==> src/rtl/camera_view_controller_if.sv <==
// Signal bundle between the board/sync-generator side and the camera view controller.
interface camera_view_controller_if;
  logic       enable;
  logic       btn_left;
  logic       btn_right;
  logic [9:0] vCount;
  logic [2:0] camera_view;
  logic       view_stable;
  logic       view_changed;

  modport master (
    output enable, btn_left, btn_right, vCount,
    input  camera_view, view_stable, view_changed
  );

  modport slave (
    input  enable, btn_left, btn_right, vCount,
    output camera_view, view_stable, view_changed
  );
endinterface

==> src/rtl/camera_view_controller.sv <==
// Debounced left/right buttons drive a camera view state machine whose
// transitions are committed only at the first cycle of vertical blank.
module camera_view_controller #(
  parameter int DB_CYCLES     = 250000,
  parameter int TRANS_FRAMES  = 8,
  parameter int VIS_LAST_LINE = 515
) (
  input  logic                       clk,
  input  logic                       reset,
  camera_view_controller_if.slave    cv
);

  localparam int DB_W = $clog2(DB_CYCLES + 1);
  localparam int FC_W = $clog2(TRANS_FRAMES) + 1;
  localparam logic [DB_W-1:0] DB_LAST = DB_W'(DB_CYCLES - 1);
  localparam logic [FC_W-1:0] FC_LAST = FC_W'(TRANS_FRAMES - 1);

  typedef enum logic [2:0] {
    V_ILLEGAL = 3'b000,
    V_FWD     = 3'b001,
    V_F2L     = 3'b010,
    V_LEFT    = 3'b011,
    V_L2F     = 3'b100,
    V_F2R     = 3'b101,
    V_RIGHT   = 3'b110,
    V_R2F     = 3'b111
  } view_t;

  logic [1:0] btn_raw;
  logic [1:0] btn_rise;

  assign btn_raw = {cv.btn_right, cv.btn_left};

  genvar gi;
  generate
    for (gi = 0; gi < 2; gi++) begin : g_btn
      logic            sync1_reg;
      logic            sync2_reg;
      logic            level_reg;
      logic            level_d_reg;
      logic [DB_W-1:0] cnt_reg;

      // Counter only advances while the synced input disagrees with the level,
      // so it is bounded by DB_LAST and cannot wrap.
      always_ff @(posedge clk or posedge reset) begin
        if (reset) begin
          sync1_reg   <= 1'b0;
          sync2_reg   <= 1'b0;
          level_reg   <= 1'b0;
          level_d_reg <= 1'b0;
          cnt_reg     <= '0;
        end else begin
          sync1_reg   <= btn_raw[gi];
          sync2_reg   <= sync1_reg;
          level_d_reg <= level_reg;
          if (sync2_reg == level_reg) begin
            cnt_reg <= '0;
          end else if (cnt_reg == DB_LAST) begin
            level_reg <= sync2_reg;
            cnt_reg   <= '0;
          end else begin
            cnt_reg <= cnt_reg + 1'b1;
          end
        end
      end

      assign btn_rise[gi] = level_reg & ~level_d_reg;
    end
  endgenerate

  logic in_blank;
  logic vblank_d_reg;
  logic frame_tick;

  assign in_blank   = (cv.vCount > 10'(VIS_LAST_LINE));
  assign frame_tick = in_blank & ~vblank_d_reg;

  view_t           view_reg, view_next;
  logic            pend_l_reg, pend_l_next;
  logic            pend_r_reg, pend_r_next;
  logic [FC_W-1:0] frame_cnt_reg, frame_cnt_next;
  logic            view_stable_reg;
  logic            view_changed_reg;

  always_ff @(posedge clk or posedge reset) begin
    if (reset) begin
      vblank_d_reg     <= 1'b0;
      view_reg         <= V_FWD;
      pend_l_reg       <= 1'b0;
      pend_r_reg       <= 1'b0;
      frame_cnt_reg    <= '0;
      view_stable_reg  <= 1'b1;
      view_changed_reg <= 1'b0;
    end else begin
      vblank_d_reg     <= in_blank;
      view_reg         <= view_next;
      pend_l_reg       <= pend_l_next;
      pend_r_reg       <= pend_r_next;
      frame_cnt_reg    <= frame_cnt_next;
      view_stable_reg  <= (view_next == V_FWD) || (view_next == V_LEFT) || (view_next == V_RIGHT);
      view_changed_reg <= (view_next != view_reg);
    end
  end

  always_comb begin
    view_next      = view_reg;
    pend_l_next    = pend_l_reg;
    pend_r_next    = pend_r_reg;
    frame_cnt_next = frame_cnt_reg;
    if (!cv.enable) begin
      view_next      = V_FWD;
      pend_l_next    = 1'b0;
      pend_r_next    = 1'b0;
      frame_cnt_next = '0;
    end else begin
      case (view_reg)
        V_FWD: if (frame_tick) begin
          if (pend_l_reg && pend_r_reg) begin
            pend_l_next = 1'b0;
            pend_r_next = 1'b0;
          end else if (pend_l_reg) begin
            view_next      = V_F2L;
            pend_l_next    = 1'b0;
            frame_cnt_next = '0;
          end else if (pend_r_reg) begin
            view_next      = V_F2R;
            pend_r_next    = 1'b0;
            frame_cnt_next = '0;
          end
        end
        V_LEFT: if (frame_tick) begin
          pend_l_next = 1'b0;
          if (pend_r_reg) begin
            view_next      = V_L2F;
            pend_r_next    = 1'b0;
            frame_cnt_next = '0;
          end
        end
        V_RIGHT: if (frame_tick) begin
          pend_r_next = 1'b0;
          if (pend_l_reg) begin
            view_next      = V_R2F;
            pend_l_next    = 1'b0;
            frame_cnt_next = '0;
          end
        end
        V_F2L, V_L2F, V_F2R, V_R2F: if (frame_tick) begin
          if (frame_cnt_reg == FC_LAST) begin
            case (view_reg)
              V_F2L:   view_next = V_LEFT;
              V_F2R:   view_next = V_RIGHT;
              default: view_next = V_FWD;
            endcase
          end else begin
            frame_cnt_next = frame_cnt_reg + 1'b1;
          end
        end
        default: view_next = V_FWD;
      endcase
      // A request arriving on a tick cycle survives to the following tick.
      pend_l_next = pend_l_next | btn_rise[0];
      pend_r_next = pend_r_next | btn_rise[1];
    end
  end

  assign cv.camera_view  = view_reg;
  assign cv.view_stable  = view_stable_reg;
  assign cv.view_changed = view_changed_reg;

endmodule

==> src/flat_wrapper.sv <==
// flat-port wrapper written by rule: the top's interface ports become plain ports
module camera_view_controller_flat 
#(
  parameter int DB_CYCLES     = 250000,
  parameter int TRANS_FRAMES  = 8,
  parameter int VIS_LAST_LINE = 515
)
  (clk, reset, cv_enable, cv_btn_left, cv_btn_right, cv_vCount, cv_camera_view, cv_view_stable, cv_view_changed);
  camera_view_controller_if cv_i ();
  input  logic clk;
  input  logic reset;
  input wire logic [$bits(cv_i.enable)-1:0] cv_enable;
  input wire logic [$bits(cv_i.btn_left)-1:0] cv_btn_left;
  input wire logic [$bits(cv_i.btn_right)-1:0] cv_btn_right;
  input wire logic [$bits(cv_i.vCount)-1:0] cv_vCount;
  output wire logic [$bits(cv_i.camera_view)-1:0] cv_camera_view;
  output wire logic [$bits(cv_i.view_stable)-1:0] cv_view_stable;
  output wire logic [$bits(cv_i.view_changed)-1:0] cv_view_changed;
  assign cv_i.enable = cv_enable;
  assign cv_i.btn_left = cv_btn_left;
  assign cv_i.btn_right = cv_btn_right;
  assign cv_i.vCount = cv_vCount;
  assign cv_camera_view = cv_i.camera_view;
  assign cv_view_stable = cv_i.view_stable;
  assign cv_view_changed = cv_i.view_changed;
  camera_view_controller #(.DB_CYCLES(DB_CYCLES), .TRANS_FRAMES(TRANS_FRAMES), .VIS_LAST_LINE(VIS_LAST_LINE)) u_core (.clk(clk), .reset(reset), .cv(cv_i));
endmodule
==> config.mk <==
export PLATFORM = sky130hd
export DESIGN_NAME = camera_view_controller_flat
export DESIGN_NICKNAME = d
export VERILOG_FILES = /design/src/rtl/camera_view_controller_if.sv /design/src/rtl/camera_view_controller.sv /design/src/flat_wrapper.sv
export SDC_FILE = /design/constraint.sdc
export NUM_CORES = 1
export LEC_CHECK = 0
export CORE_UTILIZATION = 45
export CTS_CLUSTER_DIAMETER = 40
export CTS_CLUSTER_SIZE = 30
export DETAILED_ROUTE_END_ITERATION = 8
export GPL_TIMING_DRIVEN = 0
export PLACE_DENSITY = 0.71
export SLEW_MARGIN = 0
export SYNTH_ARGS = -nofsm -noshare
export SYNTH_HDL_FRONTEND = slang
export SYNTH_SLANG_ARGS = --single-unit
==> constraint.sdc <==
create_clock -name clk -period 2.25 [get_ports clk]
set_clock_uncertainty 0.05 [all_clocks]
set_input_delay 0.225 -clock clk [delete_from_list [all_inputs] [get_ports clk]]
set_output_delay 0.225 -clock clk [all_outputs]
set_load 0.01 [all_outputs]
Yosys cells after proc, flatten, opt, wreduce, memory -nomap -nowiden:

Cells that the tools add are included.

* register bits: 56
* output and inout bits: 5

* bitwise operators: 10
* reduce and logical (&&, ||, !) cells: 9
* $lt $le $gt $ge: 1
* equality and inequality tests: 24
* add/sub/neg operators: 3
* multiplexer cells: 39

Operators with widths (count)
* 18-bit two-way mux: 4
* 4-bit two-way mux: 10
* 18-bit by 1-bit adder with 18-bit output, second input constant: 2
* 18-bit == test, second input constant: 2
* 3-bit two-way mux: 11
* 4-bit one-hot mux with 4 select lines: 1
* 3-bit == test, second input constant: 5
* 3-bit by 2-bit inequality test with 1-bit output, second input constant: 5
* 3-bit one-hot mux with 4 select lines: 1
* 10-bit > comparator, second input constant: 1
* 1-bit two-way mux: 10
* 3-bit by 2-bit == test with 1-bit output, second input constant: 3
* 8-bit AND reduction: 1
* 3-bit by 1-bit == test with 1-bit output, second input constant: 2
* 3-bit inequality test, second input constant: 2
* 3-bit one-hot mux with 2 select lines: 1
* 5-bit by 1-bit inequality test with 1-bit output, second input constant: 1
* 1-bit NOT: 5
* 4-bit by 1-bit adder with 4-bit output, second input constant: 1
* 4-bit by 3-bit == test with 1-bit output, second input constant: 1
* 2-bit AND reduction: 2
* 4-bit OR reduction: 1
* 1-bit AND: 3
* 3-bit inequality test: 1
* other kinds (7): 10

Depth between registers and ports, before layout:

Gate-level depths: netlist of run 1.

* depth in word-level cells: 9
* depth in mapped cells: 7
* mapped depth without buffers: 6

Worst setup path after synthesis of run 1:

OpenSTA, ideal clock, no wires.

* kind: input port to flip-flop
* start: in cv_vCount[5]
* end: reg u_core.frame_cnt_reg[2]
* setup time: 0.086 ns
* data required time: 2.114 ns
* path slack: 0.383 ns
* stages on the path: 5
* arrival: 1.732 ns
* cell sequence: or4_4 -> o41ai_4 -> o21ai_1 -> and3b_4 -> o221ai_2

* cells in the longest elaborated chain, start to end: 4

Ends and longest elaborated chain
* start, declared: line flat_wrapper.sv:15 `input wire logic [$bits(cv_i.vCount)-1:0] cv_vCount;`
* 10-bit > comparator *: line camera_view_controller.sv:75 `assign in_blank = (cv.vCount > 10'(VIS_LAST_LINE));`
* 1-bit AND *: line camera_view_controller.sv:76 `assign frame_tick = in_blank & ~vblank_d_reg;`
* 3-bit by 2-bit inequality test with 1-bit output (no source line)
* 8-bit AND reduction (no source line) *
* end signal, assigned: line camera_view_controller.sv:99 `frame_cnt_reg <= frame_cnt_next;`
* end, declared: line camera_view_controller.sv:81 `logic [FC_W-1:0] frame_cnt_reg, frame_cnt_next;`

Mark *: on every way between the ends. The rest lies on a longest branch, timed or not.
A chain may end at the register's enable or synchronous reset.

Worst setup path in the final report of run 1:

* start: reg u_core.g_btn[0].cnt_reg[9]
* end: reg u_core.g_btn[0].cnt_reg[16]

* cells in the longest elaborated chain, start to end: 3

Ends and longest elaborated chain
* start, declared: line camera_view_controller.sv:41 `logic [DB_W-1:0] cnt_reg;`
* start signal, assigned: line camera_view_controller.sv:62 `cnt_reg <= cnt_reg + 1'b1;`
* 18-bit by 1-bit adder with 18-bit output / 18-bit == test (equally long branches): line camera_view_controller.sv:62, camera_view_controller.sv:58
* 18-bit two-way mux *: line camera_view_controller.sv:58 `end else if (cnt_reg == DB_LAST) begin`
* 18-bit two-way mux *: line camera_view_controller.sv:56 `if (sync2_reg == level_reg) begin`

Marked as above.

==> results of run 1 <==
critical path, cell delays in order, from the launching register on:
cell and delay (ns):
sky130_fd_sc_hd__dfrtp_1 0.43, sky130_fd_sc_hd__nor4_1 0.29, sky130_fd_sc_hd__nand4_1 0.17, sky130_fd_sc_hd__nor4_2 0.40, sky130_fd_sc_hd__or2_2 0.17, sky130_fd_sc_hd__buf_2 0.18, sky130_fd_sc_hd__buf_2 0.25, sky130_fd_sc_hd__nor2_1 0.07
kinds of logic after synthesis:
kind of cell    synth area share [%]
buf+inv                         2.97
fa+ha+maj                       1.27
xor+xnor                        10.7
compound gates                  11.7
mux                             1.44
simple gates                    24.4
flops                           47.6
metrics by stage:
stage | utilization, % | area, sq um
5_1_grt | 52.8 | 3360
3_3_place_gp | 50.7 | 3220
2_1_floorplan | - | 2950
6_report | 52.8 | 3360
3_5_place_dp | 51.1 | 3250
4_1_cts | 52.5 | 3330
cell type report:
class | count | area [sq um]
fillers | 565 | 2990
multi-input cells | 224 | 1470
flip-flops and latches | 56 | 1400
repair buffers | 20 | 213
well taps | 77 | 96.3
clock buffers | 6 | 72.6
plain buffers | 12 | 51.3
inverters | 9 | 33.8
clock inverters | 2 | 16.3
path summary, 6_finish.rpt:
kind                                                      start                                    end  slack [ns]
setup / recovery           u_core.g_btn[0].cnt_reg[9]$_DFF_PP0_  u_core.g_btn[0].cnt_reg[16]$_DFF_PP0_        0.11
hold / removal                                            reset  u_core.g_btn[0].cnt_reg[12]$_DFF_PP0_        0.29
setup reg to reg           u_core.g_btn[0].cnt_reg[9]$_DFF_PP0_  u_core.g_btn[0].cnt_reg[16]$_DFF_PP0_        0.11
hold reg to reg             u_core.g_btn[0].sync1_reg$_DFF_PP0_    u_core.g_btn[0].sync2_reg$_DFF_PP0_        0.31
max in group asynchronous                                 reset    u_core.frame_cnt_reg[3]$_DFFE_PP0P_        1.29
min in group clk                                   cv_btn_right    u_core.g_btn[1].sync1_reg$_DFF_PP0_        0.30
cells in the mapped netlist, types with 2 or more instances:
cell type / instances / area [sq um]
sky130_fd_sc_hd__a21o_1: 2 / 15.0
sky130_fd_sc_hd__a22oi_1: 2 / 15.0
sky130_fd_sc_hd__nand4b_1: 4 / 35.0
sky130_fd_sc_hd__o22ai_1: 2 / 12.5
sky130_fd_sc_hd__mux2i_1: 2 / 20.0
sky130_fd_sc_hd__dfstp_2: 2 / 52.6
sky130_fd_sc_hd__nor2b_1: 9 / 56.3
sky130_fd_sc_hd__and4_1: 3 / 26.3
sky130_fd_sc_hd__dfrtp_1: 54 / 1350
sky130_fd_sc_hd__nor4_1: 6 / 37.5
sky130_fd_sc_hd__o31ai_1: 2 / 15.0
sky130_fd_sc_hd__nand2_1: 22 / 82.6
sky130_fd_sc_hd__o21ai_0: 6 / 30.0
sky130_fd_sc_hd__a21oi_1: 5 / 25.0
sky130_fd_sc_hd__buf_2: 4 / 20.0
sky130_fd_sc_hd__nand2b_1: 2 / 12.5
sky130_fd_sc_hd__nand4_1: 7 / 43.8
sky130_fd_sc_hd__mux2_2: 2 / 22.5
sky130_fd_sc_hd__ha_1: 3 / 37.5
sky130_fd_sc_hd__o311ai_0: 3 / 26.3
sky130_fd_sc_hd__clkbuf_1: 8 / 30.0
sky130_fd_sc_hd__o41a_2: 2 / 25.0
sky130_fd_sc_hd__xnor2_1: 19 / 166
sky130_fd_sc_hd__nor2_1: 46 / 173
sky130_fd_sc_hd__xor2_1: 17 / 149
sky130_fd_sc_hd__nor3_1: 4 / 20.0
sky130_fd_sc_hd__and3_1: 4 / 25.0
sky130_fd_sc_hd__o22a_1: 2 / 17.5
sky130_fd_sc_hd__nand3b_1: 5 / 37.5
sky130_fd_sc_hd__inv_1: 9 / 33.8
sky130_fd_sc_hd__nand3_1: 19 / 95.1
power by group:
part	internal, mW	leakage (nW)	total (mW)	switching, mW
registers	1.02	0.758	1.03	0.0107
logic	0.0483	0.553	0.109	0.0604
clock network	0.222	0.0414	0.537	0.315
repair_timing:
item / 4_1_cts / 5_1_grt
setup endpoints to repair: 0 / 23
hold buffers: 0 / 0
setup buffers: 0 / 2
resized for setup: 0 / 4
routing by layer:
| metal | vias to the layer above | GRT usage, % |
|---|---|---|
| met3 | 6 | 3.18 |
| met1 | 1085 | 23.9 |
| met4 | 0 | 5.96 |
| li1 | 1119 | - |
| met5 | - | 0 |
| met2 | 46 | 27.3 |
==> impl_results.md, run 1 <==
- Final total power: roughly 1.7 mW
- Non-filler cells, final: just over 400
- Leakage: 1.35 nW
- Worst Path Required: between 2 and 2.5 ns
- Metal2 WL: 2560 um
- Highest-count cells in the layout ignoring fill and taps: sky130_fd_sc_hd__dfrtp_1 (54), sky130_fd_sc_hd__nor2_1 (46), sky130_fd_sc_hd__nand2_1 (22), sky130_fd_sc_hd__xnor2_1 (19), sky130_fd_sc_hd__nand3_1 (19)
- WP data arrival: 2.28 ns
- Highest Clock Rate: between 0.4 and 0.5 GHz
- Initial Util: between 40% and 50%
- Buffer type at the clock tree root: sky130_fd_sc_hd__clkbuf_8
- Critical Path Fanout Max: 10
- Initial antenna violation count: 0
- Standard-cell rows: 29
- Pins Over Slew Limit: 0
- Final-layout setup total negative slack: 0 ns
- IO Pins: 20
- Detail Route Antenna Nets: 0
- Die span in y: about 83 um
- Placeable core region: approximately 6300 sq um
- Max clock buf depth: 2
- DRC errors left: 0
- Run status: complete, no violations
- Overall die width: around 83 um
- Number of setup violations in the final report: 0
- Syn_area_per_cell: between 9 and 10 sq um
- Number of hold-slack violations in the final timing report: 0
- Antenna Diode Count: 0
- Type of the tightest min-delay check: primary input to async pin
- Final worst slack: 0.113 ns
- Fraction of final layout cells with drive strength greater than 1: roughly 10%
- Layout Nets: between 300 and 400
- IO Port Bufs: 17
- Net count of the mapped netlist: 320
- Post-Syn Instances: 302
- Global route total overflow: 0
- Final worst path period need: between 2 and 2.5 ns
- Number of warnings reported in the yosys synthesis log: 0
- Critical setup path kind: register to register
- Post-Route Hold Slack: 0.287 ns
- Drt wl/cell: 13.6 um
- Met1 routed wirelength after detailed routing: 2700 um
- Number of buffers added by the clock tree synthesis step: 5
- Routed wire length: 5540 um
- Routability Congestion: 0.869
- Power per standard cell area: 500 nW/um^2
- Number of enable flip-flop cells after synthesis: 0
- Crit. End Element: register
- Placed instance count: slightly below 400
- Synthesis-to-finish area growth: 13.7%
- Share of synthesized area occupied by flip-flops and latches: 47.6%
- Peak ir drop on the vdd network: ~0.00032 V
- Num Clock Sinks: 56
- Share of the clock period used by the worst path after layout: between 90 and 100%
- Number of global-route vias before repair: 2,150
- Worst-skew pair later-pin latency: approximately 0.31 ns
- Number of DRC violations after detailed-routing iteration 0: 126
- Combined area of all synthesized cells: ~3000 sq um
- Total number of H-tree levels: 2
- Wire length on met3: about 210 um
- Largest net degree at the start of global routing: 35
- Number of flip-flops in the largest register: 36
- Kind of start point of the critical path: register
- DRT Pass-1 Iters: 4
- Clock transition at the registers of the reported paths: 0.10 ns
- First-pass GRT wire length: between 9000 and 10,000 um
- Worst setup slack before clock tree synthesis: -0.219 ns
- Worst-margin pin slew: 0.743 ns
- Total die area: roughly 6900 sq um
- Most common cell after layout, fill and taps aside: sky130_fd_sc_hd__dfrtp_1
- Max Cap Violations: 0
- Register-to-Register Path Depth: 7
- Count of state elements after synthesis: 56
- Detailed Place HPWL: a little under 4000 um
- Share of flip-flops with an asynchronous set or reset after synthesis: 100%
- Top layer used by detailed routing: met4
- Flip-flop cell with the highest count after synthesis: sky130_fd_sc_hd__dfrtp_1
- Clock tree from TritonCTS: done
- Synth cell types: 56
- Global-route usage over all layers: between 10% and 20%
- Total via count after detailed routing: approximately 2,300
- Per-cell via count in the routed design: 5.56
- Max transition margin: about 50%
Power figures use the tool's default switching activity.
==> run 2, diff against run 1 <==
CTS_BUF_LIST = sky130_fd_sc_hd__clkbuf_16   (was default)
GPL_ROUTABILITY_DRIVEN = 0   (was default)
==> impl_results.md, run 2 (synthesized netlist as in run 1, its figures left out) <==
- Number of hold buffers added after cts: 0
- Most common cell after layout, fill and taps aside: sky130_fd_sc_hd__dfrtp_1
- Routed wire length: between 5000 and 6000 um
- Buffer type at the clock tree root: sky130_fd_sc_hd__clkbuf_16
- Global route total overflow: 0
- Worst-margin pin slew: a little over 0.7 ns
- Slowest stage delay, CP: around 0.42 ns
- Post-Route Hold Slack: slightly above 0.3 ns
- Share of the clock period used by the worst path after layout: between 90% and 100%
- IO Pins: 20
- Total die area: 6890 sq um
- Number of hold-slack violations in the final timing report: 0
- Critical setup path kind: register to register
- WP data arrival: around 2.3 ns
- Layout filler cell count: around 560
- Number of flip-flops in the largest register: 36
- Launch point of the critical path: u_core.g_btn[0].cnt_reg[9]$_DFF_PP0_
- Highest-count cells in the layout ignoring fill and taps: sky130_fd_sc_hd__dfrtp_1 (54), sky130_fd_sc_hd__nor2_1 (46), sky130_fd_sc_hd__nand2_1 (22), sky130_fd_sc_hd__xnor2_1 (19), sky130_fd_sc_hd__nand3_1 (19)
- Placeable core region: approximately 6300 sq um
- Per-cell via count in the routed design: 5.67
- Max transition margin: between 50% and 60%
- Cell occurring most often along the worst timing path: sky130_fd_sc_hd__buf_2
- Number of DRC violations after detailed-routing iteration 0: between 100 and 150
- Total non-filler cell area in the finished layout: between 3000 and 4000 sq um
- Type of the tightest min-delay check: register to register
- First-pass GRT wire length: around 9900 um
- DRT Pass-1 Iters: 6
- Largest net degree at the start of global routing: 35
- Num Clock Sinks: 56
- Detail Route Antenna Nets: 0
- Worst R2R Start: u_core.g_btn[0].cnt_reg[9]$_DFF_PP0_
- Clock tree from TritonCTS: done
- DRC errors left: 0
- Max Cap Violations: 0
- Total via count after detailed routing: ~2,300
- Overall die width: between 80 and 90 um
- Antenna Diode Count: 0
- Area of placed instances: 3250 sq um
- Final worst path period need: around 2.1 ns
- Fraction of final layout cells with drive strength greater than 1: 9.42%
- Critical Path Fanout Max: 10
- Total number of H-tree levels: 2
- Initial Util: a little under half
- Master of the slowest instance on the critical path: sky130_fd_sc_hd__dfrtp_1
- Leakage: ~1.4 nW
- Max clock buf depth: 2
- Min-delay src: u_core.g_btn[0].sync1_reg$_DFF_PP0_
- Initial antenna violation count: 0
- Power per standard cell area: roughly 550 nW/um^2
- Setup repair after global routing missed its margin: no
- Number of global-route vias before repair: about 2,200
- Synthesis-to-finish area growth: 15.5%
- Peak ir drop on the vdd network: 0.000396 V
- Layout Nets: 346
- Die span in y: between 80 and 90 um
- IO Port Bufs: 17
- Global-route usage over all layers: between 10% and 20%
- Crit. End Element: register
- Highest Clock Rate: around 0.47 GHz
- Kind of start point of the critical path: register
- Run status: complete, no violations
- Clock transition at the registers of the reported paths: 0.07 ns
- Worst Path Required: 2.37 ns
- Worst path cell trace: nor4_1 > nand4_1 > nor4_2 > or2_2 > buf_2 > buf_2 > nor2_1
- Pins Over Slew Limit: 0
- Number of buffers added by the clock tree synthesis step: 5
- Worst-skew pair later-pin latency: ~0.29 ns
- Drt wl/cell: approximately 14 um
- Detailed Place HPWL: 3910 um
- Number of setup violations in the final report: 0
- Standard-cell rows: 29
[run 2: final timing paths]
path | endpoint | slack [ns] | cells past startpoint
setup / recovery | u_core.g_btn[0].cnt_reg[16]$_DFF_PP0_ | 0.11 | 7
hold / removal | u_core.g_btn[0].sync2_reg$_DFF_PP0_ | 0.31 | 0
setup reg to reg | u_core.g_btn[0].cnt_reg[16]$_DFF_PP0_ | 0.11 | 7
hold reg to reg | u_core.g_btn[0].sync2_reg$_DFF_PP0_ | 0.31 | 0
max in group asynchronous | u_core.frame_cnt_reg[3]$_DFFE_PP0P_ | 1.27 | 3
min in group asynchronous | u_core.g_btn[0].cnt_reg[12]$_DFF_PP0_ | 0.32 | 2
[run 2: final cells by class]
cell class,count,area (sq um),area share (%)
Inverter,9,33.8,0.991
Sequential cell,56,1400,41.2
Multi-Input combinational cell,224,1470,43.0
Buffer,12,51.3,1.50
Clock buffer,5,125,3.67
Timing Repair Buffer,20,213,6.24
Tap cell,77,96.3,2.83
Clock inverter,3,20.0,0.587
[run 2: routing by layer]
layer	share of wire (%)	track usage [%]
met1	48	23.9
met3	4.1	3.48
met5	0	0
met2	46	27.6
met4	1.3	5.17
[run 2: power by group]
group	internal [mW]	switching (mW)
combinational	0.0480	0.0602
sequential	1.02	0.0107
clock	0.410	0.335
[run 2: per-stage QoR]
step | TNS, ns | instances | power, mW | util [%] | setup slack (ns)
detailed placement | -0.907 | 397 | 1.16 | 51.1 | -0.219
floorplan | 0 | 302 | 1.11 | - | 0.383
global route | 0 | 406 | 1.97 | 53.7 | 0.00491
global placement | -20.26 | 396 | 1.15 | 50.7 | -0.362
CTS | 0 | 405 | 1.91 | 53.4 | 0.00413
finish | 0 | 406 | 1.89 | 53.7 | 0.111
[run 2: timing repair]
action	in CTS	in global routing
endpoints found under the setup margin	0	23
resized for setup	0	3
setup buffers	0	2
[run 2: worst max-delay path, delay by kind of cell, from the launching register on]
family | cells | cell delay, ns
flops | 1 | 0.42
buf+inv | 2 | 0.43
simple gates | 5 | 1.12
==> run 3, diff against run 2 <==
DONT_BUFFER_PORTS = 1   (was default)
PLACE_DENSITY = 0.67   (was 0.71)
==> impl_results.md, run 3 (synthesized netlist as in run 1, its figures left out) <==
- Run status: complete, no violations
- Layout Nets: 330
- Non-filler cells, final: slightly below 400
- Worst setup slack before clock tree synthesis: 0.0501 ns
- Placeable core region: 6350 sq um
- Drt wl/cell: roughly 14 um
- Worst Path Required: roughly 2.4 ns
- Number of hold-slack violations in the final timing report: 0
- Type of the tightest min-delay check: primary input to register
- Clock transition at the registers of the reported paths: roughly 0.07 ns
- Number of buffers added by the clock tree synthesis step: 5
- Peak ir drop on the vdd network: 0.000330 V
- Total die area: slightly below 7000 sq um
- Total via count after detailed routing: ~2,200
- Highest Clock Rate: 0.474 GHz
- Routed wire length: about 5500 um
- Num Clock Sinks: 56
- Max transition margin: between 40% and 50%
- Setup repair after global routing missed its margin: yes
- Number of setup violations in the final report: 0
- Share of the core filled with cells in the final layout: between 50% and 60%
- Buffer type at the clock tree root: sky130_fd_sc_hd__clkbuf_16
- Power per standard cell area: 576 nW/um^2
- Final total power: about 1.9 mW
- Clock tree from TritonCTS: done
- Final worst path period need: approximately 2.1 ns
- Max clock buf depth: 2
- Per-cell via count in the routed design: between 5 and 6
- Most common cell after layout, fill and taps aside: sky130_fd_sc_hd__dfrtp_1
- IO Port Bufs: 0
- Leakage: roughly 1.3 nW
- Critical Path Fanout Max: 10
- Register-to-Register Path Depth: 7
- WP data arrival: ~2.3 ns
- DRT Pass-1 Iters: 4
- Global route total overflow: 0
- Number of global-route vias before repair: ~2,100
- Synthesis-to-finish area growth: 10.5%
- Share of the clock period used by the worst path after layout: between 90% and 100%
- Detailed Place HPWL: around 3800 um
- Total setup buffers inserted after CTS: 0
- Max Cap Violations: 0
- Final worst slack: around 0.14 ns
- Placed instance count: 380
- Antenna Diode Count: 0
- Overall die width: approximately 83 um
- Initial antenna violation count: 0
- Number of flip-flops in the largest register: 36
- First-pass GRT wire length: 9700 um
- Kind of start point of the critical path: register
- Pins Over Slew Limit: 0
- DRC errors left: 0
- Worst-skew pair later-pin latency: roughly 0.29 ns
- Number of DRC violations after detailed-routing iteration 0: a little over 60
- Worst-margin pin slew: slightly below 0.8 ns
- Critical setup path kind: register to register
- Total number of H-tree levels: 2
- Die span in y: a little over 80 um
- Initial Util: 46.5%
- Global-route usage over all layers: 17.0%
- Crit. End Element: register
- IO Pins: 20
- Highest-count cells in the layout ignoring fill and taps: sky130_fd_sc_hd__dfrtp_1 (54), sky130_fd_sc_hd__nor2_1 (46), sky130_fd_sc_hd__nand2_1 (22), sky130_fd_sc_hd__xnor2_1 (19), sky130_fd_sc_hd__nand3_1 (19)
- Layout filler cell count: roughly 580
- Worst Hold Path Cells: 1
- Detail Route Antenna Nets: 0
- Fraction of final layout cells with drive strength greater than 1: approximately a tenth
- Standard-cell rows: 29
- Largest net degree at the start of global routing: 32
-- run 3: power breakdown --
group	leakage, nW	switching [mW]	internal (mW)
logic	0.509	0.0541	0.0301
registers	0.758	0.0111	1.02
clock network	0.0663	0.353	0.411
-- run 3: layout make-up --
| cell class | count | area (sq um) | area share, % |
|---|---|---|---|
| flip-flops and latches | 56 | 1400 | 43.0 |
| multi-input cells | 224 | 1490 | 45.5 |
| repair buffers | 4 | 50.0 | 1.53 |
| inverters | 9 | 33.8 | 1.04 |
| plain buffers | 12 | 51.3 | 1.57 |
| clock inverters | 2 | 16.3 | 0.499 |
| well taps | 77 | 96.3 | 2.95 |
| clock buffers | 5 | 125 | 3.84 |
-- run 3: layer usage --
| layer | wire length [um] | track usage [%] | vias up | part of all wire, % |
|---|---|---|---|---|
| met5 | 0 | 0 | - | 0 |
| met4 | 84 | 6.27 | 0 | 1.5 |
| met3 | 232 | 3.38 | 8 | 4.2 |
| met2 | 2530 | 26.2 | 48 | 46 |
| met1 | 2680 | 23.9 | 1061 | 48 |
| li1 | - | - | 1087 | - |
-- run 3: path summary, 6_finish.rpt --
check / from / to / slack [ns]
setup / recovery: u_core.cv.camera_view[1]$_DFF_PP0_ / u_core.frame_cnt_reg[1]$_DFFE_PP0P_ / 0.14
hold / removal: cv_vCount[9] / u_core.vblank_d_reg$_DFF_PP0_ / 0.007
setup reg to reg: u_core.cv.camera_view[1]$_DFF_PP0_ / u_core.frame_cnt_reg[1]$_DFFE_PP0P_ / 0.14
hold reg to reg: u_core.g_btn[1].sync1_reg$_DFF_PP0_ / u_core.g_btn[1].sync2_reg$_DFF_PP0_ / 0.30
max in group asynchronous: reset / u_core.cv.camera_view[0]$_DFF_PP1_ / 1.13
min in group asynchronous: reset / u_core.g_btn[0].cnt_reg[10]$_DFF_PP0_ / 0.40
-- run 3: critical path, cell delays in order (launching register included) --
cell                       delay, ns
sky130_fd_sc_hd__dfrtp_1        0.41
sky130_fd_sc_hd__buf_2          0.19
sky130_fd_sc_hd__nor2b_1        0.14
sky130_fd_sc_hd__clkbuf_1       0.19
sky130_fd_sc_hd__and3_1         0.23
sky130_fd_sc_hd__o21ai_1        0.33
sky130_fd_sc_hd__nand2_1        0.18
sky130_fd_sc_hd__o32ai_1        0.28
-- run 3: timing repair --
action	in CTS	in global routing
gates cloned	0	0
pin swaps	0	0
gates resized for setup	0	5
hold endpoints to repair	27	0
hold buffers	3	0
setup endpoints to repair	8	24
-- run 3: through the flow --
stage          cell area [sq um]  setup TNS, ns  hold slack [ns]
2_1_floorplan               2950              0            0.206
3_3_place_gp                3050              0            0.206
3_5_place_dp                3070              0            0.146
4_1_cts                     3240              0          0.00343
5_1_grt                     3260        -0.0126          0.00338
6_report                    3260              0          0.00746
